<file path="config.mk">
export PLATFORM = sky130hd
export DESIGN_NAME = uart_transmitter
export DESIGN_NICKNAME = d
export VERILOG_FILES = /design/src/rtl/uart_pkg.sv /design/src/rtl/uart_bit_timer.sv /design/src/rtl/uart_transmitter.sv
export SDC_FILE = /design/constraint.sdc
export NUM_CORES = 1
export LEC_CHECK = 0
export BUFFER_PORTS_ARGS = -buffer_cell sky130_fd_sc_hd__buf_2
export CORE_MARGIN = 2
export CORE_UTILIZATION = 38
export CTS_BUF_LIST = sky130_fd_sc_hd__clkbuf_16
export DETAILED_ROUTE_END_ITERATION = 7
export PLACE_DENSITY = 0.65
export SYNTH_ARGS = -nofsm -noshare
export SYNTH_HDL_FRONTEND = slang
export SYNTH_SLANG_ARGS = --single-unit
</file>
<file path="constraint.sdc">
create_clock -name uart_sampling_clk -period 5.05 [get_ports uart_sampling_clk]
set_input_delay 0.505 -clock uart_sampling_clk [delete_from_list [all_inputs] [get_ports uart_sampling_clk]]
set_output_delay 0.505 -clock uart_sampling_clk [all_outputs]
set_load 0.02 [all_outputs]
</file>
<file path="src/rtl/uart_pkg.sv">
// Shared UART definitions for the transmit and receive paths.
package uart_pkg;

    localparam int OVERSAMPLE_DEFAULT = 16;
    localparam int DATA_BITS_DEFAULT  = 8;
    localparam logic IDLE_LEVEL       = 1'b1;

    typedef enum logic [2:0] {
        IDLE,
        START,
        DATA,
        PARITY,
        STOP
    } uart_state_e;

endpackage

</file>
<file path="src/rtl/uart_bit_timer.sv">
// OVERSAMPLE-modulo sample counter; bit_done_o strobes for one clock on the last sample of a bit.
module uart_bit_timer
    import uart_pkg::*;
#(
    parameter int OVERSAMPLE = OVERSAMPLE_DEFAULT
) (
    input  logic clk_i,
    input  logic rst_i,
    input  logic en_i,
    output logic bit_done_o
);

    localparam int CW = (OVERSAMPLE > 1) ? $clog2(OVERSAMPLE) : 1;
    localparam logic [CW-1:0] LAST = CW'(OVERSAMPLE - 1);

    logic [CW-1:0] cnt_q;

    always_ff @(posedge clk_i) begin
        if (rst_i || !en_i) begin
            cnt_q <= '0;
        end else if (cnt_q == LAST) begin
            cnt_q <= '0;
        end else begin
            cnt_q <= cnt_q + 1'b1;
        end
    end

    assign bit_done_o = en_i && (cnt_q == LAST);

endmodule

</file>
<file path="src/rtl/uart_transmitter.sv">
// 8N1 UART transmitter on the 16x sampling clock; define UART_TX_PARITY_EN to add an even-parity bit.
module uart_transmitter
    import uart_pkg::*;
#(
    parameter int OVERSAMPLE = OVERSAMPLE_DEFAULT,
    parameter int DATA_BITS  = DATA_BITS_DEFAULT,
    parameter int STOP_BITS  = 1
) (
    input  logic                 uart_sampling_clk,
    input  logic                 reset,
    input  logic [DATA_BITS-1:0] tx_data,
    input  logic                 valid,
    output logic                 ready,
    output logic                 RsTx,
    output logic                 busy
);

    localparam int BCW = $clog2(DATA_BITS + 1);
    localparam logic [BCW-1:0] LAST_DATA = BCW'(DATA_BITS - 1);
    localparam logic [BCW-1:0] LAST_STOP = BCW'(STOP_BITS - 1);

    uart_state_e          state_q;
    logic [DATA_BITS-1:0] shift_q;
    logic [BCW-1:0]       bit_cnt_q;
    logic                 tx_q;
    logic                 ready_q;
    logic                 busy_q;
    logic                 bit_done;
`ifdef UART_TX_PARITY_EN
    logic                 parity_q;
`endif

    uart_bit_timer #(
        .OVERSAMPLE(OVERSAMPLE)
    ) u_bit_timer (
        .clk_i     (uart_sampling_clk),
        .rst_i     (reset),
        .en_i      (busy_q),
        .bit_done_o(bit_done)
    );

    // The line register follows the state one clock later, so every bit period
    // on RsTx is the corresponding state period delayed by a single clock.
    always_ff @(posedge uart_sampling_clk) begin
        if (reset) begin
            state_q   <= IDLE;
            shift_q   <= '0;
            bit_cnt_q <= '0;
            tx_q      <= IDLE_LEVEL;
            ready_q   <= 1'b1;
            busy_q    <= 1'b0;
`ifdef UART_TX_PARITY_EN
            parity_q  <= 1'b0;
`endif
        end else begin
            case (state_q)
                IDLE: begin
                    tx_q <= IDLE_LEVEL;
                    if (valid && ready_q) begin
                        shift_q   <= tx_data;
                        bit_cnt_q <= '0;
                        state_q   <= START;
                        ready_q   <= 1'b0;
                        busy_q    <= 1'b1;
`ifdef UART_TX_PARITY_EN
                        parity_q  <= ^tx_data;
`endif
                    end
                end
                START: begin
                    tx_q <= 1'b0;
                    if (bit_done) begin
                        state_q <= DATA;
                    end
                end
                DATA: begin
                    tx_q <= shift_q[0];
                    if (bit_done) begin
                        shift_q <= shift_q >> 1;
                        if (bit_cnt_q == LAST_DATA) begin
                            bit_cnt_q <= '0;
`ifdef UART_TX_PARITY_EN
                            state_q   <= PARITY;
`else
                            state_q   <= STOP;
`endif
                        end else begin
                            bit_cnt_q <= bit_cnt_q + 1'b1;
                        end
                    end
                end
`ifdef UART_TX_PARITY_EN
                PARITY: begin
                    tx_q <= parity_q;
                    if (bit_done) begin
                        state_q <= STOP;
                    end
                end
`endif
                STOP: begin
                    tx_q <= IDLE_LEVEL;
                    if (bit_done) begin
                        if (bit_cnt_q == LAST_STOP) begin
                            bit_cnt_q <= '0;
                            state_q   <= IDLE;
                            ready_q   <= 1'b1;
                            busy_q    <= 1'b0;
                        end else begin
                            bit_cnt_q <= bit_cnt_q + 1'b1;
                        end
                    end
                end
                default: begin
                    tx_q      <= IDLE_LEVEL;
                    bit_cnt_q <= '0;
                    state_q   <= IDLE;
                    ready_q   <= 1'b1;
                    busy_q    <= 1'b0;
                end
            endcase
        end
    end

    assign ready = ready_q;
    assign busy  = busy_q;
    assign RsTx  = tx_q;

endmodule
</file>
# Word-level counts from Yosys, hierarchy flattened
# Index checks and enable logic that the tools add are counted.
# word_totals
reg_bits	22
elab_cells	60
# op_classes
n_reduce_logical	13
bitwise_logic	2
mux	25
add_sub_neg	2
n_eq_ne	11
# op_table
cell	count
$mux W4	5
$mux W3	6
$mux W8	2
$pmux W4 S4	1
$pmux W8 S2	1
$ne A2 B2 Y1 const B	6
$pmux W3 S4	1
$add A4 B1 Y4 const B	2
$reduce_and A4 Y1	2
$mux W1	6
$pmux W1 S3	2
$reduce_and A6 Y1	1
$eq A4 B3 Y1 const B	1
$eq A4 B4 Y1 const B	1
$logic_not A4 Y1	1
$reduce_or A2 Y1	2
$eq A3 B1 Y1 const B	1
$eq A3 B2 Y1 const B	1
$eq A3 B3 Y1 const B	1
$logic_not A3 Y1	1
$reduce_and A3 Y1	1
$logic_and A1 B1 Y1	2
$not A1 Y1	2
$pmux W1 S2	1
3 further kinds	3

# Longest topological paths before layout
# depth
depth_word	4
depth_mapped	6
ltp_nobuf	6

# Hierarchy
# A second synthesis with hierarchy kept.
# hier_totals
cells_unflattened	133
area_unflattened_um2	1146.1
# by_module_without_submodules
module	area_per_inst_um2	cells_per_inst	instances
uart_transmitter	988.4	116	1
uart_bit_timer	157.7	17	1

# Worst setup path after synthesis
# OpenSTA, ideal clock, no wires.
# synth_path
path_type	input port to flip-flop
start	input valid
end	register state_q[2]
required_time_ns	4.929
setup_time_ns	0.121
path_stages	4
arrival_time_ns	1.695
path_slack_ns	3.234
n_path_buf	0
cell_sequence	a2111oi_2 -> o21bai_2 -> a211oi_2 -> mux2_4
# synth_between
elab_chain_cells	3
# synth_rtl
item	line	source
from (decl)	uart_transmitter.sv:12	input logic valid,
$logic_and A1 B1 Y1	uart_transmitter.sv:59	if (valid && ready_q) begin
$ne A2 B2 Y1 (no source line)	-	
$reduce_and A6 Y1 (no source line)	-	
to (signal assigned)	uart_transmitter.sv:62	state_q <= START;
to (signal assigned)	uart_transmitter.sv:73	state_q <= DATA;
to (signal assigned)	uart_transmitter.sv:85	state_q <= STOP;
to (decl)	uart_transmitter.sv:22	uart_state_e state_q;
# Every way passes these cells.
# A chain may end at the register's enable or synchronous reset.

# Worst setup path in the final report
# layout_path
start	register state_q[2]
end	register shift_q[6]
# layout_between
elab_chain_cells	3
elab_cells_between_ends	7
cone_classes	3 x eq/ne; 1 x mux; 3 x reduce/logical
# layout_rtl
item	line	source
from (signal assigned)	uart_transmitter.sv:46	state_q <= IDLE;
from (signal assigned)	uart_transmitter.sv:62	
from (signal assigned)	uart_transmitter.sv:73	
$eq A3 B2 Y1 or $logic_not A3 Y1 (tied branches)	uart_transmitter.sv:56	case (state_q)
$ne A2 B2 Y1 (no source line) or $reduce_bool A2 Y1 (tied branches)	-	
$reduce_and A3 Y1 (no source line)	-	
to (signal assigned)	uart_transmitter.sv:60	shift_q <= tx_data;
to (signal assigned)	uart_transmitter.sv:79	shift_q <= shift_q >> 1;
to (decl)	uart_transmitter.sv:23	logic [DATA_BITS-1:0] shift_q;
# Parallel ways exist; a longest one is shown, timed or not.

==> impl_metrics.toml <==
[final_layout]
fin_cells = 176
finish.utilization_pct = 44.4
drive_above_1_share_pct = 19.6
design_area_sq_um = 1330
area_growth_pct = 12.0
num-nets-final = 158
final_common_cell = "dfxtp_1"
n_fill_cell = 288
final_cell_mix = "22 x dfxtp_1, 17 x nor2_1, 15 x nand2_1"
insertedDiodeCount = 0

[grt]
grt_max_degree = 23
grt_first_pass_wirelength_microns = 3930
antenna_found_initial = 0
grt_pass1_vias = 915
globalRouteTotalUtil_pct = 14.6
overflow = 0

[critical_path]
worstSetupEndpointType = "flop"
crit_required_ns = 5.22
path_depth = 4
cp_top_family = "compound AO/OA/AOI/OAI gates"
crit_path_max_incr_delay_ns = 0.81
path_max_fanout = 16
crit_start = "state_q[2]"
cp_slowest_cell = "a2111oi_4"
path_class = "flop to flop"
crit_arrival_ns = 2.26
start_kind = "flop"
r2r_start = "state_q[2]"
cp.buffers_inverters = 0
crit_chain = "a2111oi_2 -> a2111oi_4 -> nor2_1 -> a311oi_2"
reg2reg_depth = 4

[placed_design]
dpl.hpwl_microns = 1640
placedCellCount = 172
place_area_sq_um = 1250
io_buffers = 13
routabilityCongestion = 0.867

[floorplan]
die_w_microns = 60.0
die-area_sq_um = 3590
ioPinCount = 14
core_area_sq_um = 3000
initial_core_util_pct = 39.6
rows = 20
die_h_microns = 60.0

[yosys]
synthCells = 133
yosys_warnings = 0
ys_ff_latch = 22
ys_seq_area_share_pct = 37.0
synthArstFlopShare_pct = 0
synth_top_area_share_pct = 37.0
syn_nets = 147
synth_flop_cell = "dfxtp_1"
syn-cell-area_sq_um = 1190
synth-edff-count = 0
synth_area_leaders = "dfxtp_1 37%, nor2_1 5.4%, nand2_1 4.7%"
ys_types = 41
synth_top_cell_by_area = "dfxtp_1"
syn_area_per_cell_sq_um = 8.95

[clock_network]
ctsResizeCount = 0
cts_max_level = 1
insertion_delay_ns = 0.25
cts_buffers = 3
cts_tree = "yes"
cts_setup_buffers = 0
path_clk_slew_ns = 0.06
cts-root-buf = "clkbuf_16"
clockBufferDepth = 2
postCtsHoldBufs = 0
clock-sinks = 22

[drt]
drt_iter0_markers = 57
wirelength_microns = 2300
wire_per_inst_microns = 13.1
ant_nets = 0
viasPerCell = 5.57
drt_pre_antenna_iters = 4
drc = 0
vias = 981

[timing]
fmaxAchievable_mhz = 478
slew_viol_final = 0
hold_slack_ns = 0.456
rsz0062_at_grt = "false"
setup_violations = 0
finalHoldViolCount = 0
relSlewSlack_pct = 44.7
fin_crit_sh_pct = 41.4
worst_pin_slew_ns = 0.830
clock_skew_ns = 0.00181
fin_setup_tns_ns = 0
period_needed_ns = 2.09

[min_path]
hp-class = "flop to flop"
hp-start = "u_bit_timer.cnt_q[0]"
hold_depth = 1

[pwr]
pwr-share-seq_pct = 36.9
pwr-share-comb_pct = 41.0
vdd_drop_max_uv = 310
p_int_uw = 467
leakage_uw = 0.000512
clockPowerShare_pct = 22.1
switchingPower_uw = 293
power.density_nw_per_um2 = 570
switching_share_pct = 38.5

[status]
status = "complete, no violations"

[flow_run]
drv_cap = 0
[per-layer routing]
layer	global-route usage (%)	wire, microns	vias up	share of wire (%)
met1	18.5	1070	460	47
met4	4.13	19	0	0.83
met5	0	0	-	0
met3	4.55	78	2	3.4
met2	23.6	1130	18	49
li1	-	-	501	-
[Yosys cell counts (3+ instances only)]
cell / number
o21ai_0: 6
clkbuf_1: 3
nor3b_1: 4
nand2b_1: 5
ha_1: 3
a311oi_1: 5
xnor2_1: 3
a21oi_1: 6
nor2_1: 17
nand2_1: 15
inv_1: 3
dfxtp_1: 22
nand3_1: 4
[sequential cells by signal, indices dropped and copies added (netlist names)]
name / count
RsTx: 1
bit_cnt_q: 4
ready: 1
busy: 1
shift_q: 8
state_q: 3
u_bit_timer.cnt_q: 4
[power by group through the flow]
stage / registers [uW] / clock network, uW / logic [uW]
global placement: 282 / 0 / 304
CTS: 281 / 174 / 314
global route: 289 / 178 / 353
floorplan: 268 / 0 / 281
detailed placement: 285 / 0 / 313
finish: 280 / 168 / 312
[path summary, 6_finish.rpt]
check	end	slack [ns]
worst max register to register	shift_q[6]	2.96
worst min-delay path	u_bit_timer.cnt_q[0]	0.46
worst max-delay path	shift_q[6]	2.96
worst min register to register	u_bit_timer.cnt_q[0]	0.46
[cell type report]
type                       instances  area (sq um)  share of cell area, %
clock buffer                       3          75.1                   5.63
clock inverter                     1          3.75                  0.282
inverter                           3          11.3                  0.845
multi-input combinational        101           696                   52.2
sequential                        22           440                   33.1
tap                               33          41.3                   3.10
timing repair buffer              13          65.1                   4.88
[cell families (layout without fill, tap and decap cells)]
group,count (synthesis),count (layout),share of synthesized area (%)
and+or+nand+nor,57,57,25.6
AOI/OAI and AO/OA,35,35,24.7
DFF,22,22,37.0
buffers and inverters,10,20,4.52
xor gates and xnor gates,4,4,2.94
adders and majority gates,3,3,3.15
muxes,2,2,2.10
[stage by stage]
| stage | setup slack, ns | power (uW) |
|---|---|---|
| global placement | 3.02 | 586 |
| detailed placement | 2.93 | 597 |
| floorplan | 3.23 | 548 |
| CTS | 2.92 | 769 |
| finish | 2.96 | 760 |
| global route | 2.65 | 820 |
Note: power is estimated with default switching activity, not from simulation.
